**src/rtl/multicycle_ctrl.sv**
```systemverilog
// multicycle_ctrl: RV32I multi-cycle control FSM (FETCH/DECODE/EXEC/MEM/WB) with bounded memory waits.
// Define PERF_CNT_EN to build the cycle and retired-instruction counters.
module multicycle_ctrl #(
  parameter int MEM_TIMEOUT = 255,
  parameter int TO_W = 8
) (
  input  logic        clk,
  input  logic        rst_n,
  input  logic [6:0]  opcode,
  input  logic [2:0]  funct3,
  input  logic        reg_write_en,
  input  logic        branch_taken,
  input  logic        imem_ready,
  input  logic        dmem_ready,
  output logic        imem_req,
  output logic        dmem_req,
  output logic        dmem_we,
  output logic        ir_we,
  output logic        pc_we,
  output logic [1:0]  pc_sel,
  output logic        rf_we,
  output logic        halt,
  output logic        fault,
  output logic [2:0]  state,
  output logic [31:0] cycle_cnt,
  output logic [31:0] instret_cnt
);
  typedef enum logic [2:0] {
    FETCH = 3'd0, DECODE = 3'd1, EXEC = 3'd2, MEM = 3'd3,
    WB = 3'd4, HALT = 3'd5, FAULT = 3'd6
  } state_t;
  localparam logic [TO_W-1:0] TO_LIM = TO_W'(MEM_TIMEOUT - 1);
  state_t r_state, w_next;
  logic [TO_W-1:0] r_to;
  logic w_ld, w_st, w_br, w_jal, w_jalr, w_misc, w_sys, w_legal;
  logic w_wait, w_expire, w_pc_we;
  assign w_ld   = opcode == 7'b0000011;
  assign w_st   = opcode == 7'b0100011;
  assign w_br   = opcode == 7'b1100011;
  assign w_jal  = opcode == 7'b1101111;
  assign w_jalr = opcode == 7'b1100111;
  assign w_misc = opcode == 7'b0001111;
  assign w_sys  = opcode == 7'b1110011;
  assign w_legal = w_ld | w_st | w_br | w_jal | w_jalr | w_misc | w_sys |
                   opcode == 7'b0110111 | opcode == 7'b0010111 |
                   opcode == 7'b0010011 | opcode == 7'b0110011;
  // Only the request states ever wait; ready seen elsewhere has no effect.
  assign w_wait = (r_state == FETCH && !imem_ready) || (r_state == MEM && !dmem_ready);
  assign w_expire = (MEM_TIMEOUT != 0) && w_wait && r_to == TO_LIM;
  always_comb begin
    w_next = FETCH;
    case (r_state)
      FETCH:  w_next = imem_ready ? DECODE : w_expire ? FAULT : FETCH;
      DECODE: w_next = w_legal ? EXEC : FAULT;
      EXEC:   w_next = (w_ld || w_st) ? MEM : (w_br || w_misc) ? FETCH :
                       (w_sys && funct3 == 3'd0) ? HALT : WB;
      MEM:    w_next = dmem_ready ? (w_ld ? WB : FETCH) : w_expire ? FAULT : MEM;
      WB:     w_next = FETCH;
      HALT:   w_next = HALT;
      FAULT:  w_next = FAULT;
      default: w_next = FETCH;
    endcase
  end
  // Any non-waiting cycle clears the count, so FETCH and MEM are always entered at zero.
  always_ff @(posedge clk) begin
    if (!rst_n) begin
      r_state <= FETCH;
      r_to    <= '0;
    end else begin
      r_state <= w_next;
      r_to    <= w_wait ? r_to + 1'b1 : '0;
    end
  end
  assign w_pc_we = (r_state == EXEC && (w_br || w_misc)) ||
                   (r_state == MEM && dmem_ready && !w_ld) || r_state == WB;
  assign imem_req = rst_n && r_state == FETCH;
  assign ir_we    = rst_n && r_state == FETCH && imem_ready;
  assign dmem_req = rst_n && r_state == MEM;
  assign dmem_we  = rst_n && r_state == MEM && w_st;
  assign pc_we    = rst_n && w_pc_we;
  assign pc_sel   = !rst_n ? 2'd0 :
                    ((r_state == EXEC && w_br && branch_taken) || (r_state == WB && w_jal)) ? 2'd1 :
                    (r_state == WB && w_jalr) ? 2'd2 : 2'd0;
  assign rf_we    = rst_n && r_state == WB && reg_write_en;
  assign halt     = rst_n && r_state == HALT;
  assign fault    = rst_n && r_state == FAULT;
  assign state    = rst_n ? r_state : 3'd0;
`ifdef PERF_CNT_EN
  logic [31:0] r_cyc, r_ins;
  always_ff @(posedge clk) begin
    if (!rst_n) begin
      r_cyc <= '0;
      r_ins <= '0;
    end else begin
      if (r_state != HALT && r_state != FAULT) r_cyc <= r_cyc + 32'd1;
      if (w_pc_we) r_ins <= r_ins + 32'd1;
    end
  end
  assign cycle_cnt   = rst_n ? r_cyc : '0;
  assign instret_cnt = rst_n ? r_ins : '0;
`else
  assign cycle_cnt   = '0;
  assign instret_cnt = '0;
`endif
endmodule

```
**config.mk**
```make
export PLATFORM = sky130hd
export DESIGN_NAME = multicycle_ctrl
export DESIGN_NICKNAME = d
export VERILOG_FILES = /design/src/rtl/multicycle_ctrl.sv
export SDC_FILE = /design/constraint.sdc
export NUM_CORES = 1
export LEC_CHECK = 0
export BUFFER_PORTS_ARGS = -buffer_cell sky130_fd_sc_hd__buf_2
export CORE_MARGIN = 4
export CORE_UTILIZATION = 35
export CTS_CLUSTER_SIZE = 40
export DETAILED_ROUTE_END_ITERATION = 8
export GPL_TIMING_DRIVEN = 0
export PLACE_DENSITY_LB_ADDON = 0.05
export SKIP_LAST_GASP = 1
export SLEW_MARGIN = 20
export SYNTH_ARGS = -nofsm -noshare
export SYNTH_HDL_FRONTEND = slang
export SYNTH_SLANG_ARGS = --single-unit
```
**constraint.sdc**
```tcl
create_clock -name clk -period 1.4 [get_ports clk]
set_clock_uncertainty 0.1 [all_clocks]
set_input_delay 0.21 -clock clk [delete_from_list [all_inputs] [get_ports clk]]
set_output_delay 0.21 -clock clk [all_outputs]
set_load 0.05 [all_outputs]
```
## Yosys cells after proc, flatten, opt, wreduce, memory -nomap -nowiden

Index checks and enable logic that the tools add are counted.

| cells by class | value |
|---|---|
| multiplexer cells | 14 |
| $lt $le $gt $ge | 0 |
| reduce and logical (&&, ||, !) cells | 32 |
| multiply operators | 0 |
| add/subtract/negate cells | 1 |
| div/mod/pow operators | 0 |
| shifts and indexed selects | 0 |
| bitwise gates (word level) | 10 |
| equality and inequality tests | 18 |

Operators with widths:

| operator | count |
|---|---|
| $eq A7 B7 Y1 const B | 4 |
| $mux W3 | 9 |
| $eq A7 B6 Y1 const B | 3 |
| $logic_and A1 B1 Y1 | 20 |
| $pmux W3 S6 | 1 |
| $eq A7 B5 Y1 const B | 2 |
| $or A1 B1 Y1 | 10 |
| $eq A3 B3 Y1 const B | 3 |
| $add A8 B1 Y8 const B | 1 |
| $eq A8 B8 Y1 const B | 1 |
| $eq A7 B2 Y1 const B | 1 |
| $eq A7 B4 Y1 const B | 1 |
| $eq A3 B2 Y1 const B | 2 |
| $logic_not A3 Y1 | 2 |
| $logic_or A1 B1 Y1 | 6 |
| $mux W2 | 3 |
| $eq A3 B1 Y1 const B | 1 |
| $logic_not A1 Y1 | 3 |
| $reduce_and A2 Y1 | 1 |
| $mux W1 | 1 |

| storage, ports and cells | value |
|---|---|
| bits in latches | 0 |
| logic and storage cells | 77 |
| bits in registers | 11 |
| memories | 0 |
| input port bits | 16 |
| RAM bits | 0 |
| memory bits (read-only) | 0 |
| output and inout bits | 77 |

## Depth between registers and ports, before layout

Gate-level depths: netlist of the first run.

| logic depth | value |
|---|---|
| word-level depth | 13 |
| mapped depth | 5 |
| depth with buffers taken out | 5 |

## Worst setup path after synthesis of the first run

No wires, ideal clock.

| timing path | value |
|---|---|
| kind | register -> output |
| from | register r_state[1] |
| to | output port pc_sel[0] |
| slack | -2043 ps |
| required time | 1090 ps |
| path buffers | 0 |
| data arrival time | 3133 ps |
| cell stages (with the launch flop) | 4 |
| path through | dfxtp_1 -> and2b_1 -> nand3_1 -> a2111oi_0 |

| between the ends | value |
|---|---|
| word-level cells in the longest chain between the ends | 6 |
| elaborated cells between the ends (all ways) | 8 |
| classes of those cells | 2 x eq/ne; 2 x mux; 4 x reduce/logical |

Ends and longest elaborated chain:

| item | line | text |
|---|---|---|
| start: declaration | 33 | `state_t r_state, w_next;` |
| start signal: assignment | 70 | `r_state <= w_next;` |
| $eq A3 B2 Y1 | 82 | `((r_state == EXEC && w_br && branch_taken) \|\| (r_state == WB && w_jal)) ? 2'd1 :` |
| $logic_and A1 B1 Y1 (2 in series) | 82 |  |
| $logic_or A1 B1 Y1 * | 82 |  |
| $mux W2 * | 82 |  |
| $mux W2 * | 81 | `assign pc_sel = !rst_n ? 2'd0 :` |
| end: declaration | 20 | `output logic [1:0] pc_sel,` |

Every way passes the cells marked *; elsewhere a longest branch is shown, timed or not.

## Worst setup path in the final report of the first run

Same ends and word-level chain as after synthesis.

==> results of run 1 <==
==> stage by stage <==
stage                     std cells  cell area (sq um)
after floorplan                 235               1669
after global placement          311               1869
after detailed placement        311               1869
after CTS                       319               2062
after global routing            333               2227
final                           333               2227
==> synthesized netlist by cell type (3+ instances only) <==
cell type | instances | area (sq um)
buf_4 | 64 | 480.5
nor2_2 | 8 | 50.05
and4_1 | 3 | 26.28
nor2_1 | 5 | 18.77
o211ai_1 | 3 | 22.52
nor3_1 | 3 | 15.01
dfxtp_1 | 11 | 220.2
and2_1 | 5 | 31.28
xor2_1 | 5 | 43.79
a21oi_1 | 6 | 30.03
nand2_1 | 7 | 26.28
nand4_1 | 5 | 31.28
nand3_1 | 5 | 25.02
buf_2 | 3 | 15.01
inv_1 | 4 | 15.01
==> layer usage <==
metal	up-vias	wire length (um)	track usage	share of wire
met3	2	393	0.04203	0.12
met5	-	0	0	0
met1	549	1307	0.1518	0.41
met4	0	15	0.01915	0.0047
met2	69	1484	0.1899	0.46
li1	687	-	-	-
==> where the power goes <==
| group | internal (mW) | switching (mW) |
|---|---|---|
| sequential | 0.335 | 0.0249 |
| clock | 0.200 | 0.118 |
| combinational | 0.391 | 0.691 |
| total | 0.926 | 0.834 |
==> cells by family after synthesis <==
| family | after synthesis |
|---|---|
| DFF | 11 |
| adders and majority gates | 2 |
| buffers and inverters | 72 |
| xor gates and xnor gates | 7 |
| other | 1 |
| and+or+nand+nor | 59 |
| AOI/OAI and AO/OA | 20 |
==> flip-flops by register name, indices dropped and copies added (netlist names) <==
register and flops:
r_to 8, r_state 3
==> repair_timing <==
action | in CTS | in global routing
buffers inserted | 4 | 14
pin swaps | 4 | 10
hold buffers | 0 | 0
endpoints found under the setup margin | 22 | 23
gates resized for setup | 37 | 14
==> final cells by class <==
class                      instances  area (sq um)
clock buffer                       4         45.04
inverter                           4         15.01
multi-input combinational        152         965.9
tap                               48         60.06
fill                             359          1461
buffer                            68         533.0
sequential                        11         232.7
timing repair buffer              46         375.4
==> worst reg2reg max path, cell delays in order, from the launching register on <==
cell and delay [ns]:
dfxtp_4 0.36, buf_4 0.15, nor3_4 0.19, a21oi_2 0.05, or3b_1 0.36, buf_6 0.16, nor2_2 0.10
==> how the worst max path moves through the flow <==
stage / slack (ns) / end / from / cells after the start
floorplan: -0.37 / pc_sel[0] / r_state[1]$_SDFF_PN0_ / 3
global placement: -0.50 / pc_sel[1] / r_state[2]$_SDFF_PN0_ / 5
detailed placement: -0.46 / pc_sel[1] / r_state[2]$_SDFF_PN0_ / 5
CTS: -0.43 / pc_sel[0] / r_state[2]$_SDFF_PN0_ / 4
global route: -0.48 / pc_sel[0] / r_state[1]$_SDFF_PN0_ / 4
finish: -0.43 / pc_sel[0] / r_state[1]$_SDFF_PN0_ / 4
==> metrics.md, run 1 <==
| Metric | Value |
|---|---|
| CP endpoint kind | `output pin` |
| Layout Nets | `304` |
| Flop-to-flop setup slack | `-0.13 ns` |
| Synth Instances | `172` |
| Ys async rst share | `0` |
| Clock buffer depth | `2` |
| Pwr/cell area | `790.0 nW/um^2` |
| Setup WS pre-CTS | `-0.4578 ns` |
| Core ar. | `roughly 3700 sq um` |
| Setup Total Neg Slack | `-4.413 ns` |
| Global-route wire length before repair | `4857 um` |
| GRT Overall Usage | `0.1174` |
| Via/cell ratio | `around 3.9` |
| Die Ht | `69.79 um` |
| Pleak | `1.157 nW` |
| Worst hold endpoint | `r_state[0]$_SDFF_PN0_` |
| Tightest Hold Check Type | `input pin to flop` |
| # diodes | `0` |
| Tot Pwr | `approximately 1.8 mW` |
| Required @ worst endpoint | `1.09 ns` |
| Hold depth | `3` |
| Core Rows | `22` |
| Post-synthesis mux area share | `0` |
| IO Pins | `93` |
| Port Buffers | `28` |
| Final hold vios | `0` |
| Delay-heaviest family, CP | `compound AO/OA/AOI/OAI gates` |
| Setup CP Type | `flop to output pin` |
| Commonest non-fill, non-tap cell in the layout | `buf_4` |
| Pre-antenna DRT Iters | `4` |
| Slowest stage delay, CP | `roughly 0.4 ns` |
| Final setup viols | `21` |
| Total grt overflow | `0` |
| H-tree levels | `1` |
| Synth Area in Compound Gates | `0.1021` |
| Fin worst setup slack | `-0.4268 ns` |
| Syn avg cell area | `7.769 sq um` |
| Failing checks | `negative setup slack` |
| WP data arrival | `~1.5 ns` |
| Max Fanout on Critical Path | `5` |
| Top FF cell, synth | `dfxtp_1` |
| DP HPWL | `2414 um` |
| WL per Instance | `9.613 um` |
| Unique cell type count in the Yosys netlist | `41` |
| Drt drc | `0` |
| Slowest CP cell | `a2111oi_4` |
| Via count | `roughly 1,300` |
| Initial antenna violation count | `0` |
| Syn-to-layout area delta | `66.67%` |
| Final period util | `1.305` |
| Worst R2R Start | `r_state[1]$_SDFF_PN0_` |
| DRT iter0 DRCs | `19` |
| Fin util | `0.6038` |
| Clock Sinks | `11` |
| Most frequent cells in the layout | `buf_4, conb_1, buf_2` |
| Status | `finished, violations left` |
| Worst-skew pair later-pin latency | `between 0.2 and 0.25 ns` |
| Min-delay src | `rst_n` |
| Initial core utilization | `0.3623` |
| Die area | `between 4000 and 5000 sq um` |
| Antenna Violating Nets Remaining | `0` |
| TritonCTS clock tree | `built` |
| Post-synthesis adder-cell area fraction | `0.01873` |
| R2R depth | `6` |
| Fmax | `547.4 MHz` |
| Unrepaired setup endpoints after global routing | `yes` |
| Critical Path, Cell by Cell | `buf_8, nand4b_1, a2111oi_4, buf_6` |
| Worst VDD drop | `0.4308 mV` |
| CP startpoint kind | `flop` |
| Seq cells post-synth | `11` |
| Clock buffers created by TritonCTS | `3` |
| Seq/Total Area, Yosys | `0.1648` |
| Number of global-route vias before repair | `1,073` |
| Chip width | `69.79 um` |
| Ys Warns | `0` |
| Fin Hold WS | `between 0.2 and 0.25 ns` |
| Final Max Slew Viols | `0` |
| Sum of buffers and inverters on the critical path | `2` |
| Max Cap Viol | `0` |
| Synth Cell Area | `1336 sq um` |
| Xor/xnor share of the synthesized area | `0.04588` |
| Largest net degree at the start of global routing | `11` |
| Share of layout cells above drive strength 1 | `0.5263` |
| Clk pin slew, worst setup/hold paths | `0.05 ns` |
| Largest family of logic cells by synthesized area | `buffers and inverters` |
| Root Driver | `clkbuf_8` |
| Drt total wl | `3201 um` |
| EDFF count, synth | `0` |
| Reg2reg end | `r_to[2]$_SDFF_PN0_` |
| Gp weighted congestion | `around 0.76` |
| Minimum clock period after layout | `1.827 ns` |
| Post-Synth Simple-Gate Area | `0.2753` |
Note: power is estimated with default switching activity, not from simulation.
==> run 2, diff against run 1 <==
Settings changed: CORE_UTILIZATION 35 to 38.
==> run 2 against run 1 <==
  * Via count rose by 1.2%
  * Die area fell by 7.0%
  * Critical path type unchanged
  * Critical endpoint unchanged
  * Non-clock buffer count up 5
  * The run still ends with negative setup slack left
  * Flip-flop and latch count unchanged
  * First-iteration DRC count grew 74%
==> metrics.md, run 2 (same netlist as run 1, synthesis figures left out) <==
| Metric | Value |
|---|---|
| Largest net degree at the start of global routing | `11 (unchanged)` |
| Number of global-route vias before repair | `1,056 (-1.6%)` |
| Met2 Track Usage GR | `0.2307 (+0.04075)` |
| Worst R2R Start | `r_state[1]$_SDFF_PN0_` |
| Unrepaired setup endpoints after global routing | `yes` |
| Multi-input gate area | `1011 sq um (+4.7%)` |
| Slowest CP cell | `a2111oi_4` |
| Drt drc | `0 (unchanged)` |
| Fin worst setup slack | `-0.4651 ns (-0.03824 ns)` |
| Sequential cell area | `237.7 sq um (+2.2%)` |
| CP endpoint kind | `output pin` |
| Fmax | `536.2 MHz (-2.1%)` |
| Tightest Hold Check Type | `input pin to flop` |
| Syn-to-layout area delta | `74.53%` |
| DRT iter0 DRCs | `33 (+14)` |
| Drt total wl | `3426 um (+7.0%)` |
| DP HPWL | `2388 um (-1.1%)` |
| Final period util | `1.332 (+0.02732)` |
| Clk pin slew, worst setup/hold paths | `0.07 ns (+0.02 ns)` |
| Share of layout cells above drive strength 1 | `0.5621 (+0.03575)` |
| Commonest non-fill, non-tap cell in the layout | `buf_4` |
| Die Ht | `67.30 um (-3.6%)` |
| Reg with most FFs | `r_to` |
| Total grt overflow | `0 (unchanged)` |
| Min-delay src | `rst_n` |
| Chip width | `67.30 um (-3.6%)` |
| CP startpoint kind | `flop` |
| WP data arrival | `1.56 ns (+0.04 ns)` |
| Setup CP Type | `flop to output pin` |
| Clock buffers created by TritonCTS | `3 (unchanged)` |
| Placement Cell Area | `1867 sq um (-0.13%)` |
| GRT met3 Usage | `0.02329 (-0.01873)` |
| Die area | `4529 sq um (-7.0%)` |
| Failing checks | `negative setup slack` |
| Gp weighted congestion | `0.7734 (+2.1%)` |
| Max Fanout on Critical Path | `4 (-1)` |
| TritonCTS clock tree | `built` |
| Initial core utilization | `0.3973 (+0.03504)` |
| Delay-heaviest family, CP | `compound AO/OA/AOI/OAI gates` |
| Global-route wire length before repair | `4712 um (-3.0%)` |
| Core ar. | `3363 sq um (-8.8%)` |
| Via/cell ratio | `3.938 (+0.32%)` |
| Largest register FFs | `8 (unchanged)` |
| # fillers | `270 (-25%)` |
| GRT Overall Usage | `0.1353 (+0.01789)` |
| Most frequent cells in the layout | `buf_4, conb_1, buf_2` |
| Final Instance Count excl. Fillers | `336 (+0.90%)` |
| Pre-antenna DRT Iters | `4 (unchanged)` |
| Fin area | `2332 sq um (+4.7%)` |
| Worst VDD drop | `0.3680 mV (-15%)` |
| # diodes | `0 (unchanged)` |
| Port Buffers | `28 (unchanged)` |
| H-tree levels | `1 (unchanged)` |
| Largest registers | `r_to (8), r_state (3)` |
| Via count | `1,323 (+1.2%)` |
| Tot Pwr | `1.744 mW (-0.85%)` |
| Placed cells | `309 (-0.64%)` |
| Max Cap Viol | `0 (unchanged)` |
| Core Rows | `21 (-4.5%)` |
| Root Driver | `clkbuf_4` |
| Clock Sinks | `11 (unchanged)` |
| Antenna Violating Nets Remaining | `0 (unchanged)` |
| Final hold vios | `0 (unchanged)` |
| Sum of buffers and inverters on the critical path | `1 (-1)` |
| Met1 GRT Util | `0.1652 (+0.01339)` |
| GRT busiest layer | `met2` |
| IO Pins | `93 (unchanged)` |
| Pwr/cell area | `747.9 nW/um^2 (-5.3%)` |
| Required @ worst endpoint | `1.09 ns (about the same)` |
| Origin of the worst setup path | `r_state[2]$_SDFF_PN0_` |
| WL per Instance | `10.20 um (+6.1%)` |
| Final setup viols | `21 (unchanged)` |
| Pleak | `1.183 nW (+2.2%)` |
| Slowest stage delay, CP | `0.38 ns (about the same)` |
| Clock buffer depth | `2 (unchanged)` |
| Worst-skew pair later-pin latency | `0.27 ns (+0.03 ns)` |
| Minimum clock period after layout | `1.865 ns (+0.03824 ns)` |
| Initial antenna violation count | `0 (unchanged)` |
| Status | `finished, violations left` |
| Layout Nets | `309 (+1.6%)` |
| Critical Path, Cell by Cell | `and2b_2, nand3_2, a2111oi_4, buf_6` |
| Final Max Slew Viols | `0 (unchanged)` |
## run 2: changes by cell type in the layout (fill, tap and decap cells not counted), sizes merged
| cell | change |
|---|---|
| buf | +5 |
## run 2: report_power, final
| group | total (mW) | switching [mW] | internal [mW] |
|---|---|---|---|
| clock network | 0.219 | 0.108 | 0.110 |
| registers | 0.355 | 0.0224 | 0.332 |
| logic | 1.17 | 0.723 | 0.447 |
## run 2: final timing paths
| path | end | slack, ns | cells after the start |
|---|---|---|---|
| worst max-delay path | pc_sel[0] | -0.47 | 4 |
| worst min-delay path | r_state[1]$_SDFF_PN0_ | 0.21 | 3 |
| worst max register to register | r_to[0]$_SDFF_PN0_ | -0.12 | 6 |
| worst min register to register | r_to[0]$_SDFF_PN0_ | 0.37 | 1 |
## run 2: layout make-up
cell class,count,share of cell area
multi-input combinational,152,0.4335
buffer,68,0.2291
timing repair buffer,51,0.1931
sequential,11,0.1019
tap,46,0.02468
clock buffer,4,0.01127
inverter,4,0.006438
## run 2: worst min-delay path, cell delays in order
cell and delay (ns):
buf_2 0.16, nand2_1 0.12, a21oi_1 0.05
## run 2: repair_timing
| action | in CTS | in global routing |
|---|---|---|
| pin swaps | 10 | 17 |
| hold buffers | 0 | 0 |
| cloned | 0 | 0 |
| buffers inserted | 12 | 12 |
| gates resized for setup | 50 | 24 |
| endpoints found under the setup margin | 20 | 24 |
## run 2: stage by stage
| stage | TNS, ns | utilization | worst slack [ns] | hold slack, ns |
|---|---|---|---|---|
| 3_3_place_gp | -1.689 | 0.5551 | -0.3663 | 0.3944 |
| 2_1_floorplan | -1.471 | - | -0.3724 | 0.2641 |
| 5_1_grt | -5.095 | 0.6935 | -0.5213 | 0.2357 |
| 3_5_place_dp | -1.632 | 0.5551 | -0.3442 | 0.4002 |
| 4_1_cts | -3.075 | 0.6388 | -0.4668 | 0.1982 |
| 6_report | -4.121 | 0.6935 | -0.4651 | 0.2055 |
## run 2: routing by layer
layer  part of all wire  routed length, um
met5                  0                  0
met4              0.018                 61
met3               0.10                352
met2               0.50               1697
met1               0.38               1315
